===== src/rtl/regfile_sb.sv =====
// regfile_sb: parametrised register file with an integrated write-pending
// scoreboard. NREAD asynchronous read ports, one writeback port and one
// issue port that marks a destination busy until its writeback arrives.
// Register 0 reads as zero and is never busy.
// Optional feature: define REGFILE_BYPASS_EN for same-cycle write-through
// forwarding on the read ports.
module regfile_sb #(
    parameter int unsigned WORD_WIDTH = 32,
    parameter int unsigned ADDR_WIDTH = 5,
    parameter int unsigned NREAD      = 2
) (
    input  logic                          clk,
    input  logic                          rst,
    input  logic [NREAD*ADDR_WIDTH-1:0]   ra,
    output logic [NREAD*WORD_WIDTH-1:0]   rd,
    output logic [NREAD-1:0]              rd_busy,
    input  logic                          iss_en,
    input  logic [ADDR_WIDTH-1:0]         iss_addr,
    output logic                          iss_waw,
    input  logic                          wb_en,
    input  logic [ADDR_WIDTH-1:0]         wb_addr,
    input  logic [WORD_WIDTH-1:0]         wb_data,
    input  logic                          flush,
    output logic [ADDR_WIDTH:0]           busy_cnt
);

    localparam int unsigned NREGS = 1 << ADDR_WIDTH;
    localparam int unsigned CNT_W = ADDR_WIDTH + 1;

    logic [WORD_WIDTH-1:0] regs_q [NREGS];
    logic [WORD_WIDTH-1:0] regs_d [NREGS];
    logic [NREGS-1:0]      busy_q;
    logic [NREGS-1:0]      busy_d;
    logic [CNT_W-1:0]      busy_cnt_q;
    logic [CNT_W-1:0]      busy_cnt_d;

    logic                  wb_hit;
    logic                  iss_hit;
    logic [ADDR_WIDTH-1:0] ra_port [NREAD];

    // Writes and issues to register 0 are ignored everywhere.
    assign wb_hit  = wb_en  && (wb_addr  != '0);
    assign iss_hit = iss_en && (iss_addr != '0);

    // Next-state: register write, busy update (flush > issue > writeback), popcount.
    always_comb begin
        regs_d     = regs_q;
        busy_d     = busy_q;
        busy_cnt_d = '0;
        if (wb_hit) begin
            regs_d[wb_addr] = wb_data;
        end
        if (flush) begin
            busy_d = '0;
        end else begin
            if (wb_hit) begin
                busy_d[wb_addr] = 1'b0;
            end
            // Applied after the clear so a same-register issue wins.
            if (iss_hit) begin
                busy_d[iss_addr] = 1'b1;
            end
        end
        busy_d[0] = 1'b0;
        for (int unsigned i = 0; i < NREGS; i++) begin
            busy_cnt_d = busy_cnt_d + CNT_W'(busy_d[i]);
        end
    end

    // State registers with synchronous reset.
    always_ff @(posedge clk) begin
        if (rst) begin
            for (int unsigned i = 0; i < NREGS; i++) begin
                regs_q[i] <= '0;
            end
            busy_q     <= '0;
            busy_cnt_q <= '0;
        end else begin
            for (int unsigned i = 0; i < NREGS; i++) begin
                regs_q[i] <= regs_d[i];
            end
            busy_q     <= busy_d;
            busy_cnt_q <= busy_cnt_d;
        end
    end

    // Unpack the read address bus into one address per port.
    always_comb begin
        for (int unsigned i = 0; i < NREAD; i++) begin
            ra_port[i] = ra[i*ADDR_WIDTH +: ADDR_WIDTH];
        end
    end

    // Combinational read ports; address 0 reads zero and not busy.
    always_comb begin
        rd      = '0;
        rd_busy = '0;
        for (int unsigned i = 0; i < NREAD; i++) begin
            if (ra_port[i] != '0) begin
                rd[i*WORD_WIDTH +: WORD_WIDTH] = regs_q[ra_port[i]];
                rd_busy[i]                     = busy_q[ra_port[i]];
`ifdef REGFILE_BYPASS_EN
                // Forward the in-flight writeback; a same-cycle reissue keeps the stored busy bit.
                if (wb_hit && (ra_port[i] == wb_addr)) begin
                    rd[i*WORD_WIDTH +: WORD_WIDTH] = wb_data;
                    rd_busy[i] = (iss_hit && (iss_addr == wb_addr)) ? busy_q[ra_port[i]] : 1'b0;
                end
`endif
            end
        end
    end

    // Informational write-after-write flag for an issue to a busy register.
    assign iss_waw  = iss_hit && busy_q[iss_addr];
    assign busy_cnt = busy_cnt_q;

endmodule


===== config.mk =====
export PLATFORM = sky130hd
export DESIGN_NAME = regfile_sb
export DESIGN_NICKNAME = d
export VERILOG_FILES = /design/src/rtl/regfile_sb.sv
export SDC_FILE = /design/constraint.sdc
export NUM_CORES = 2
export LEC_CHECK = 0
export BUFFER_PORTS_ARGS = -buffer_cell sky130_fd_sc_hd__buf_4
export CORE_MARGIN = 2
export CORE_UTILIZATION = 55
export DETAILED_ROUTE_END_ITERATION = 10
export PLACE_DENSITY = 0.8
export SLEW_MARGIN = 15
export SYNTH_ARGS = -nofsm -noshare
export SYNTH_HDL_FRONTEND = slang
export SYNTH_SLANG_ARGS = --single-unit
export TNS_END_PERCENT = 1

===== constraint.sdc =====
create_clock -name clk -period 8.7 [get_ports clk]
set_input_delay 1.305 -clock clk [delete_from_list [all_inputs] [get_ports clk]]
set_output_delay 1.305 -clock clk [all_outputs]
set_load 0.01 [all_outputs]

== After elaboration in Yosys (flattened, before gate mapping) ==
Cells that the tools add are included.

* RAM bits: 0
* Flip-flop bits (word level): 1,062
* Memories: 0
* Bits in latches: 0
* Bits in read-only memories: 0

* Bitwise gates (word level): 6
* Reductions and logical operators: 10
* $mul: 0
* $lt $le $gt $ge: 10
* Mux-type cells: 27
* Shifts and indexed selects: 0
* Equality and inequality tests: 0
* Add/subtract/negate cells: 30
* Div/mod/pow operators: 0

{| class="wikitable"
|+ Operators with widths
! cell !! count
|-
| $bwmux 1024 || 1
|-
| $mux 32 || 11
|-
| $bmux 32 s5 || 2
|-
| $demux 32 s5 || 1
|-
| $add 6x1->6 || 25
|-
| $and 32x32->32 || 1
|-
| $not 32->32 || 1
|-
| $or 32x32->32 || 1
|-
| $lt 5x6->1 const B || 4
|-
| $reduce_bool 5->1 || 4
|-
| $ge 6x6->1 const B || 3
|-
| $not 5->6 || 3
|-
| $bmux 1 s5 || 3
|-
| $demux 1 s5 || 2
|-
| $ge 5x1->1 const B || 2
|-
| $mux 1 || 7
|-
| $add 5x1->6 || 1
|-
| $logic_and 1x1->1 || 6
|-
| $lt 6x1->1 const B || 1
|-
| $add 4x1->5 || 1
|-
| $add 3x1->4 || 1
|-
| $add 2x1->3 || 1
|-
| $add 1x1->2 || 1
|}

== Longest topological paths before layout ==
* Depth after elaboration: 41
* Mapped depth: 23
* Mapped depth without buffers: 21

== Worst setup path after synthesis ==
OpenSTA, ideal clock, no wires.

* Kind: input -> register
* Start point: input wb_addr[3]
* End point: register busy_cnt_q[4], in the netlist busy_cnt[4]
* Slack: 1,891 ps
* Arrival: 6,681 ps
* Cell stages on the path: 22
* Library setup time: 128 ps
* Path through: buf_2 nor2b_1 buf_2 nand2_1 a22oi_1 nor2_1 fa_1 inv_1 fa_1 inv_1 fa_1 inv_1 fa_1 fa_1 fa_1 inv_1 fa_1 fa_1 a21o_1 a21oi_1 xor2_1 nor2_1

* Elaborated cells between the ends (all ways): 44

{| class="wikitable"
|+ RTL lines
! item !! RTL line !! source
|-
| start, declared || 21 || <nowiki>input logic [ADDR_WIDTH-1:0] wb_addr,</nowiki>
|-
| $lt 5x6->1 (implied by the code) or $ge 5x1->1 (tied branches) || 57 || <nowiki>busy_d[wb_addr] = 1'b0;</nowiki>
|-
| $logic_and 1x1->1 (implied by the code) || 57 ||
|-
| $mux 1 (implied by the code) || 57 ||
|-
| $demux 1 s5 || 57 ||
|-
| $not 32->32 (no line) || n/a ||
|-
| $and 32x32->32 (no line) || n/a ||
|-
| $mux 32 * || 56 || <nowiki>if (wb_hit) begin</nowiki>
|-
| $mux 32 * || 53 || <nowiki>if (flush) begin</nowiki>
|-
| $or 32x32->32 (no line) || n/a ||
|-
| $mux 32 * || 60 || <nowiki>if (iss_hit) begin</nowiki>
|-
| $mux 32 * || 53 ||
|-
| named net busy_d[26] || 33 || <nowiki>logic [NREGS-1:0] busy_d;</nowiki>
|-
| $add 6x1->6 * (6 in a row) || 66 || <nowiki>busy_cnt_d = busy_cnt_d + CNT_W'(busy_d[i]);</nowiki>
|-
| end signal, assigned || 83 || <nowiki>busy_cnt_q <= busy_cnt_d;</nowiki>
|-
| end, declared || 34 || <nowiki>logic [CNT_W-1:0] busy_cnt_q;</nowiki>
|}

Mark *: on every way through the listed nets, which the timed path passes. The rest lies on a longest branch. The select of a mux whose other input is x is not followed.
A chain may end at the register's enable or synchronous reset.

== Worst setup path after layout ==
* Start point: input wb_addr[1]
* End point: register busy_cnt_q[4], in the netlist busy_cnt[4]

* Cells in the longest elaborated chain, start to end: 41
* Elaborated cells between the ends (all ways): 44

{| class="wikitable"
|+ Ends and longest elaborated chain
! item !! RTL line
|-
| $lt 5x6->1 (implied by the code) or $ge 5x1->1 (tied branches) || 57
|-
| $logic_and 1x1->1 (implied by the code) || 57
|-
| $mux 1 (implied by the code) || 57
|-
| $demux 1 s5 || 57
|-
| $not 32->32 (no line) || n/a
|-
| $and 32x32->32 (no line) || n/a
|-
| $mux 32 * || 56
|-
| $mux 32 * || 53
|-
| [... 2 more ...] || n/a
|-
| $mux 32 * || 53
|-
| $add 1x1->2 || 66
|-
| $add 2x1->3 || 66
|-
| $add 3x1->4 || 66
|-
| $add 4x1->5 || 66
|-
| $add 5x1->6 || 66
|-
| $add 6x1->6 (24 in a row) || 66
|-
| $add 6x1->6 * || 66
|}

Every way passes the cells marked *; elsewhere a longest branch is shown, timed or not. The select of a mux whose other input is x is not followed.

==> results.md <==
* Status: completed
* Startpoint types: input port
* CTS tree: yes
* CP Capture Type: flip-flop
* Clock transition at the registers of the reported paths at 0.06 ns
* Reg-to-reg setup timing slack at 3.09 ns
* CTS sink count at about 1.1k
* Vias per inst at 7.03
* LEAKAGE at 19.5 nW
* ANT nets after route at 0
* First-pass GRT wire length at 307000 um
* Final period util at between 70% and 80%
* H-tree depth at 3
* Cts hold-fix bufs at 0
* FF-to-FF End: busy_cnt[4]
* RSZ-0062 raised after global routing: no
* YS warnings at 0
* Layout Skew at about 0.028 ns
* CP startpoint: wb_addr[1]
* Avg Cell Area, Syn at ~9 um^2
* Area delta synth->final at 7.44%
* I/O Pins at 130
* Setup-failing EPs final at 0
* Vias in the first global route at slightly below 50k
* Pwr/cell area at about 180 nW/um^2
* Post-Place Setup Slack at 1.19 ns
* DR pass1 iterations at 10
* Largest net degree at the start of global routing at 183
* Initial Utilization at 55.6%
* Worst reg2reg path depth at 17
* Buffers on Ports at 129
* Nets at 5934
* WS Path Type: input port to flip-flop
* Worst Path Arrival at 7.47 ns
* Cell mode on critical path: fa_1
* Slew Limit Headroom at a little under an eighth
* Total die area at 104000 um^2
* Top-area cell type share of the netlist area at between 30% and 40%
* Yosys cell types at 57
* Total CTS buffers at 107
* Max-slew violations at 0
* Vias at 50.9k
* Row count at between 100 and 150
* DIE WIDTH at ~320 um
* Area leader, netlist: dfxtp_1
* Iteration-0 DRC Markers at 9055
* Primary FF master, synth: dfxtp_1
* Fill cell count at 8082
* DIE HEIGHT at between 300 and 400 um
* Slew @ Worst Pin at between 1 and 1.5 ns
* Final Hold Viols at 0
* Crit path to: busy_cnt[4]
* Register area at 21200 um^2
* Max VDD drop at 0.142 mV
* R2r startpoint: busy_q[18]
* Top achievable clock speed at 145 MHz
* Cells after synthesis at 6151
* CP max FO at 33
* Clock buffer depth at 3
* Post-Route Setup TNS at 0 ns
* CP max stage delay at 0.53 ns
* Crit path buf inv count at 5
* Max Cap Violations at 0
* Critical path's top delay family: adder cells
* Tot GR Track Use at 39.7%
* Layout cells sized above 1 at 18.7%
* Sequential area share after synthesis at 38.2%
* EDFF count, synth at 0
* Most frequent cell after synthesis: nand2_1
* Post-route setup slack at around 1.8 ns
* Final Critical Period at 6.91 ns
* Dpl cell area at between 50000 and 60000 um^2
* Area contributors post-synth: dfxtp_1, mux4_2, nand2_1, a21oi_1, clkbuf_1
* Core area at about 100000 um^2
* CP max stage cell: fa_1
* WL/cell at 29.0 um
* Area of the multi-input gates at 31200 um^2
* Final Instance Area at 59800 um^2
* CTS root buffer: clkbuf_16
* Gr ovfl total at 0
* Post-route DRC violation count at 0
* Critical-path cell list: buf_4 > and4b_1 > nand2_2 > buf_4 > a22oi_1 > or2_2 > fa_1 > fa_1 > inv_1 > fa_1 > inv_1 > fa_1 > fa_1 > fa_1 > inv_1 > fa_1 > fa_1 > a21o_1 > a21oi_1 > xor2_1 > nor2_1
* Synth async-reset ratio at 0%
* Req. time, crit path at 9.25 ns
* Post-CTS sizing at 0
* Mapped Nets at 6238
* Synth Register Bits at 1061
* Worst skew pair latency at 0.72 ns
* Worst min path class: flip-flop to flip-flop
* CP Depth at 21
* Post-synth top cells: nand2_1, dfxtp_1, a21oi_1, mux4_2, clkbuf_1
* WL final at 210000 um
* HPWL after DPL at 119000 um
* RePlAce Congestion at 0.968
* Mapped Area at 55600 um^2
* Antenna violations before repair at 5
* Post-CTS Setup Bufs at 0
[worst min path at each step]
stage	from	end	cells past startpoint
final	regs_q[187]	regs_q[187]	2
after global routing	regs_q[185]	regs_q[185]	2
after CTS	regs_q[11]	regs_q[11]	2
after detailed placement	regs_q[575]	regs_q[575]	2
after global placement	regs_q[33]	regs_q[33]	2
after floorplan	regs_q[897]	regs_q[897]	2
[area by class of cell]
type / instances / share of cell area, %
timing repair buffer: 229 / 3.12
clock inverter: 37 / 0.965
sequential: 1061 / 35.5
tap: 1298 / 2.72
inverter: 27 / 0.174
multi-input combinational: 4421 / 52.2
clock buffer: 160 / 5.27
antenna: 3 / 0.0126
[sequential cells by signal, indices dropped and copies added, names as in the netlist]
| register | flops |
|---|---|
| regs_q | 1024 |
| busy_q | 31 |
| busy_cnt | 6 |
[placed cells by master (no fill, tap or decap), types with 69 or more instances in the layout]
master	synthesis	routed
a21oi_1	996	996
a22oi_1	98	98
buf_4	43	214
clkbuf_16	0	109
dfxtp_1	1061	1061
mux2_2	69	69
mux2i_1	132	132
mux4_2	465	465
nand2_1	2056	2027
nor2b_1	100	97
o21ai_1	105	105
[layer usage]
metal | part of all wire [%] | track usage, % | vias up
li1 | - | - | 20900
met4 | 8.5 | 28.6 | 6
met5 | 0.019 | 0 | -
met2 | 42 | 56.8 | 4530
met1 | 33 | 48.2 | 24200
met3 | 17 | 16.3 | 1273
[stage by stage]
stage	util [%]	std cells	power, W	hold WS (ns)
floorplan	-	6151	0.00565	0.441
global placement	56.0	7036	0.00596	0.448
CTS	59.7	7233	0.0108	0.465
detailed placement	56.0	7036	0.00598	0.457
global route	59.7	7236	0.0111	0.481
finish	59.7	7236	0.0109	0.465
[cell families after synthesis]
kind of cell | after synthesis | synth area share (%)
mux | 668 | 22.7
simple gates | 2304 | 16.5
flops | 1061 | 38.2
buf+inv | 669 | 6.16
fa+ha+maj | 30 | 0.985
compound gates | 1416 | 15.4
xor+xnor | 3 | 0.0472
[where the power goes]
part           switching [W]  internal (W)  total (W)
logic               0.000715      0.000293    0.00101
clock network        0.00206       0.00289    0.00494
registers          0.0000270       0.00489    0.00492
[tightest hold or removal path: stages, from the launching register on]
cell	delay, ns
dfxtp_1	0.31
nand2_1	0.05
a21oi_1	0.05
No activity file was read; power rests on OpenSTA's default activity.
